$ cat src/rtl/ex_mem_pipe.sv
// ex_mem_pipe: EX -> MEM pipeline register with a 2-entry skid buffer.
//
// The main entry drives the out_ side. The skid entry absorbs one extra bundle
// when MEM stalls. This keeps in_ready a function of registered state only.
// The misaligned-access flag (ALE) is computed when a bundle is captured and
// stored with the entry.
//
// Ports:
//   clk, rst           core clock, synchronous active-high reset
//   flush              drop all held entries (payload registers keep their data)
//   in_valid/in_ready  EX-side handshake
//   in_*               EX result bundle (pc, inst, rw_en, rw_addr, lsu_op,
//                      lsu_data, ex_result)
//   out_valid/out_ready MEM-side handshake
//   out_*              registered bundle, plus out_ale
//   stall_cnt          saturating count of cycles with out_valid & !out_ready
module ex_mem_pipe #(
  parameter int unsigned XLEN   = 32,
  parameter int unsigned REG_AW = 5,
  parameter int unsigned CNT_W  = 32
) (
  input  logic              clk,
  input  logic              rst,
  input  logic              flush,
  input  logic              in_valid,
  output logic              in_ready,
  input  logic [XLEN-1:0]   in_pc,
  input  logic [XLEN-1:0]   in_inst,
  input  logic              in_rw_en,
  input  logic [REG_AW-1:0] in_rw_addr,
  input  logic [3:0]        in_lsu_op,
  input  logic [XLEN-1:0]   in_lsu_data,
  input  logic [XLEN-1:0]   in_ex_result,
  output logic              out_valid,
  input  logic              out_ready,
  output logic [XLEN-1:0]   out_pc,
  output logic [XLEN-1:0]   out_inst,
  output logic              out_rw_en,
  output logic [REG_AW-1:0] out_rw_addr,
  output logic [3:0]        out_lsu_op,
  output logic [XLEN-1:0]   out_lsu_data,
  output logic [XLEN-1:0]   out_ex_result,
  output logic              out_ale,
  output logic [CNT_W-1:0]  stall_cnt
);

  // One entry packs {pc, inst, rw_en, rw_addr, lsu_op, lsu_data, ex_result, ale}.
  localparam int unsigned BW = 4 * XLEN + REG_AW + 6;

  typedef enum logic [1:0] {StEmpty, StOne, StFull} state_e;

  state_e          state_q;
  logic [BW-1:0]   main_q;
  logic [BW-1:0]   skid_q;
  logic [BW-1:0]   in_bundle;
  logic            in_ale;
  logic            in_fire;
  logic            out_fire;

  // A halfword access is misaligned when addr[0] is set.
  // A word access is misaligned when either of addr[1:0] is set.
  always_comb begin
    in_ale = 1'b0;
    case (in_lsu_op)
      4'b0001, 4'b1001, 4'b0101: in_ale = in_ex_result[0];
      4'b0010, 4'b0110:          in_ale = |in_ex_result[1:0];
      default:                   in_ale = 1'b0;
    endcase
  end

  assign in_bundle = {in_pc, in_inst, in_rw_en, in_rw_addr, in_lsu_op, in_lsu_data,
                      in_ex_result, in_ale};

  assign in_ready  = (state_q != StFull) & ~rst;
  assign out_valid = (state_q != StEmpty);
  assign in_fire   = in_valid & in_ready;
  assign out_fire  = out_valid & out_ready;

  assign {out_pc, out_inst, out_rw_en, out_rw_addr, out_lsu_op, out_lsu_data,
          out_ex_result, out_ale} = main_q;

  always_ff @(posedge clk) begin
    if (rst) begin
      state_q   <= StEmpty;
      main_q    <= '0;
      skid_q    <= '0;
      stall_cnt <= '0;
    end else begin
      if (out_valid && !out_ready && stall_cnt != '1) begin
        stall_cnt <= stall_cnt + CNT_W'(1);
      end
      if (flush) begin
        // Only the occupancy is dropped; payload registers keep their data.
        state_q <= StEmpty;
      end else begin
        case (state_q)
          StEmpty: begin
            if (in_fire) begin
              main_q  <= in_bundle;
              state_q <= StOne;
            end
          end
          StOne: begin
            if (in_fire && out_fire) begin
              main_q <= in_bundle;
            end else if (in_fire) begin
              skid_q  <= in_bundle;
              state_q <= StFull;
            end else if (out_fire) begin
              state_q <= StEmpty;
            end
          end
          StFull: begin
            // in_ready is low here, so only the drain path applies.
            if (out_fire) begin
              main_q  <= skid_q;
              state_q <= StOne;
            end
          end
          default: state_q <= StEmpty;
        endcase
      end
    end
  end

endmodule

$ cat config.mk
export PLATFORM = sky130hd
export DESIGN_NAME = ex_mem_pipe
export DESIGN_NICKNAME = d
export VERILOG_FILES = /design/src/rtl/ex_mem_pipe.sv
export SDC_FILE = /design/constraint.sdc
export NUM_CORES = 1
export LEC_CHECK = 0
export ABC_AREA = 1
export BUFFER_PORTS_ARGS = -buffer_cell sky130_fd_sc_hd__buf_2
export CAP_MARGIN = 20
export CELL_PAD_IN_SITES_DETAIL_PLACEMENT = 1
export CELL_PAD_IN_SITES_GLOBAL_PLACEMENT = 2
export CORE_ASPECT_RATIO = 1.2
export CORE_MARGIN = 1
export CORE_UTILIZATION = 26
export DETAILED_ROUTE_END_ITERATION = 12
export PLACE_DENSITY_LB_ADDON = 0.1
export SLEW_MARGIN = 0
export SYNTH_ARGS = -nofsm -noshare
export SYNTH_HDL_FRONTEND = slang
export SYNTH_SLANG_ARGS = --single-unit
$ cat constraint.sdc
create_clock -name clk -period 1.7 [get_ports clk]
set_clock_uncertainty 0.1 [all_clocks]
set_input_delay 0.255 -clock clk [delete_from_list [all_inputs] [get_ports clk]]
set_output_delay 0.255 -clock clk [all_outputs]
set_load 0.03 [all_outputs]
==> results.cfg <==
[grt]
grt_pass1_vias = 14900
grt_pass1_wl_um = 83100
grt.met3_usage = 0.0440
busiest_layer = met2
grt_max_degree = 86
track_usage = 0.202
use_met2 = 0.360
overflow = 0
use_met1 = 0.240
antenna_found_initial = 5

[clock_tree]
cts-htree-levels = 2
path_clk_slew_ps = 50
cts_tree = yes
cts_root_buf = clkbuf_16
cts_buffer_depth = 3
clk_latency_ps = 550
cts_inserted_buffers = 40
clock_sinks = 312

[yosys]
synthTopCellsByArea = dfxtp_1, nor2_1, nand2_1
yosys.area.top_type = dfxtp_1
synth_adder_area_share = 0.000933
synth_mux_area_frac = 0
synthDistinctLibCells = 32
synth_compound_area_frac = 0.139
synth_xor_area_frac = 0.00849
async_flop_share = 0
synth_cells = 2007
synth_fp_nets = 2151
ys_seq_area_frac = 0.466
synth_edf_count = 0
avgSynthCellArea_um2 = 6.68
synthDominantCellAreaShare = 0.466
synth_top_family_by_area = simple AND/OR/NAND/NOR gates
synth_top_cells_by_count = nor2_1, nand2_1, dfxtp_1
syn_area_um2 = 13400
synth_ff_type = dfxtp_1
yosys_register_bits = 312
synth_most_common_cell = nor2_1
yosysWarnings = 0
synthSimpleGateAreaFrac = 0.320

[pwr]
power_mw = 18.5
power_density_nw_per_um2 = 907
vdd_drop_max_mv = 0.575
p_leak_nw = 9.05

[floorplan]
core_area_um2 = 50600
start_util = 0.265
die_y_um = 251
pin_count = 316
die_w_um = 209
rows = 90
die_area_um2 = 52500

[route]
wl_per_cell_um = 16.9
antenna_left = 0
drc = 0
vias = 14600
vias_per_cell = 4.57
first_pass_iters = 4
drt_iter0_drc = 475
drt_wl_total_um = 54000

[critical_path]
worstPathMaxFanout = 3
path_class = flop to output port
cp.arrival_ps = 1420
worstPathRequired_ps = 1340
cp-start-kind = flop
critPathCaptureType = output port

[sta]
finalWorstSetupSlack_ps = -78.3
setup_viol = 34
finalCriticalPeriod_ps = 1780
relSlewSlack = 0.684
hold_viol_final = 0
rsz0062_at_grt = yes
slew_violations = 0
fmax_mhz = 562
finalCritPeriodShare = 1.05
finalSetupTns_ps = -1180
worst_pin_slew_ps = 474

[min_path]
hold_class = input port to flop

[final_layout]
layout-drive-gt1-share = 0.267
nets = 2663
syn2layout_area_growth_pct = 51.8

[placed_design]
port_buffers = 315
post-dp-hpwl_um = 33100
place_congestion = 0.793

[run_status]
violations = setup timing
status = finished with violations

[run]
maxCapViolCount = 0
flip-flops by register name (all words and copies together) (netlist names):
name       count
main_q       139
skid_q       139
stall_cnt     32
state_q        2
worst paths after layout:
check                    from     endpoint  cells after the start  slack (ps)
hold / removal       in_valid   state_q[0]                      4          30
setup / recovery   state_q[0]    out_valid                      5         -80
hold reg to reg   skid_q[124]  skid_q[124]                      2         350
setup reg to reg   state_q[0]  skid_q[109]                     12         -70
cells in the final DEF (no fill, tap or decap), drive strengths merged:
cell | netlist | final
nor2 | 576 | 576
nand2 | 524 | 524
buf | 48 | 451
dfxtp | 312 | 312
o21ai | 312 | 312
dlygate4sd3 | 0 | 141
clkbuf | 80 | 66
inv | 63 | 64
a21oi | 54 | 54
nand3 | 17 | 17
xor2 | 8 | 8
clkinv | 0 | 8
xnor2 | 5 | 5
diode | 0 | 2
nand4 | 2 | 2
nor3 | 2 | 2
o211ai | 1 | 1
nand3b | 1 | 1
a211oi | 1 | 1
ha | 1 | 1
bufinv | 0 | 1
bufbuf | 0 | 1
metal layers:
| metal | vias up | wire length, um |
|---|---|---|
| met5 | - | 32 |
| met4 | 6 | 1250 |
| met3 | 83 | 2600 |
| met2 | 247 | 26400 |
| met1 | 6913 | 23700 |
| li1 | 7338 | - |
report_power, final:
part | total (mW) | leakage, nW | internal (mW) | switching (mW)
Clock | 8.45 | 0.641 | 5.06 | 3.39
Combinational | 2.31 | 5.86 | 0.911 | 1.40
Sequential | 7.71 | 2.55 | 7.56 | 0.149
Total | 18.5 | 9.05 | 13.5 | 4.93
critical path: stages (launching register included):
cell and delay (ps):
dfxtp_4 360, buf_6 120, nor2_4 110, buf_6 130, inv_4 40, buf_6 130
cells by family after synthesis:
| family | Yosys count |
|---|---|
| flops | 312 |
| xor+xnor | 13 |
| compound gates | 368 |
| simple gates | 1122 |
| buf+inv | 191 |
| fa+ha+maj | 1 |
repair_timing:
item                       in CTS  in global routing
pin swaps                      37                 44
gates resized for setup       170                146
hold buffers                  141                  0
hold endpoints to repair      271                  0
buffers inserted               27                  4
setup endpoints to repair     308                312
cloned                         14                  4
layout make-up:
class / count / area, um^2
Tap cell: 644 / 806
Sequential cell: 312 / 6290
Clock inverter: 8 / 76.3
Antenna cell: 2 / 5.00
Fill cell: 6385 / 30200
Timing Repair inverter: 2 / 22.5
Timing Repair Buffer: 596 / 4850
Inverter: 63 / 309
Clock buffer: 63 / 1220
Multi-Input combinational cell: 1504 / 6780
stage by stage:
stage	setup slack, ps	utilization	cell area [um^2]	instances	hold slack, ps
after floorplan	-65.9	-	13500	2007	304
after global placement	-140	0.323	16300	2939	332
after detailed placement	-188	0.323	16300	2939	340
after CTS	-114	0.395	20000	3188	0.446
after global routing	-154	0.403	20400	3194	39.0
final	-78.3	0.403	20400	3194	31.6
No activity file was read; power rests on OpenSTA's default activity.
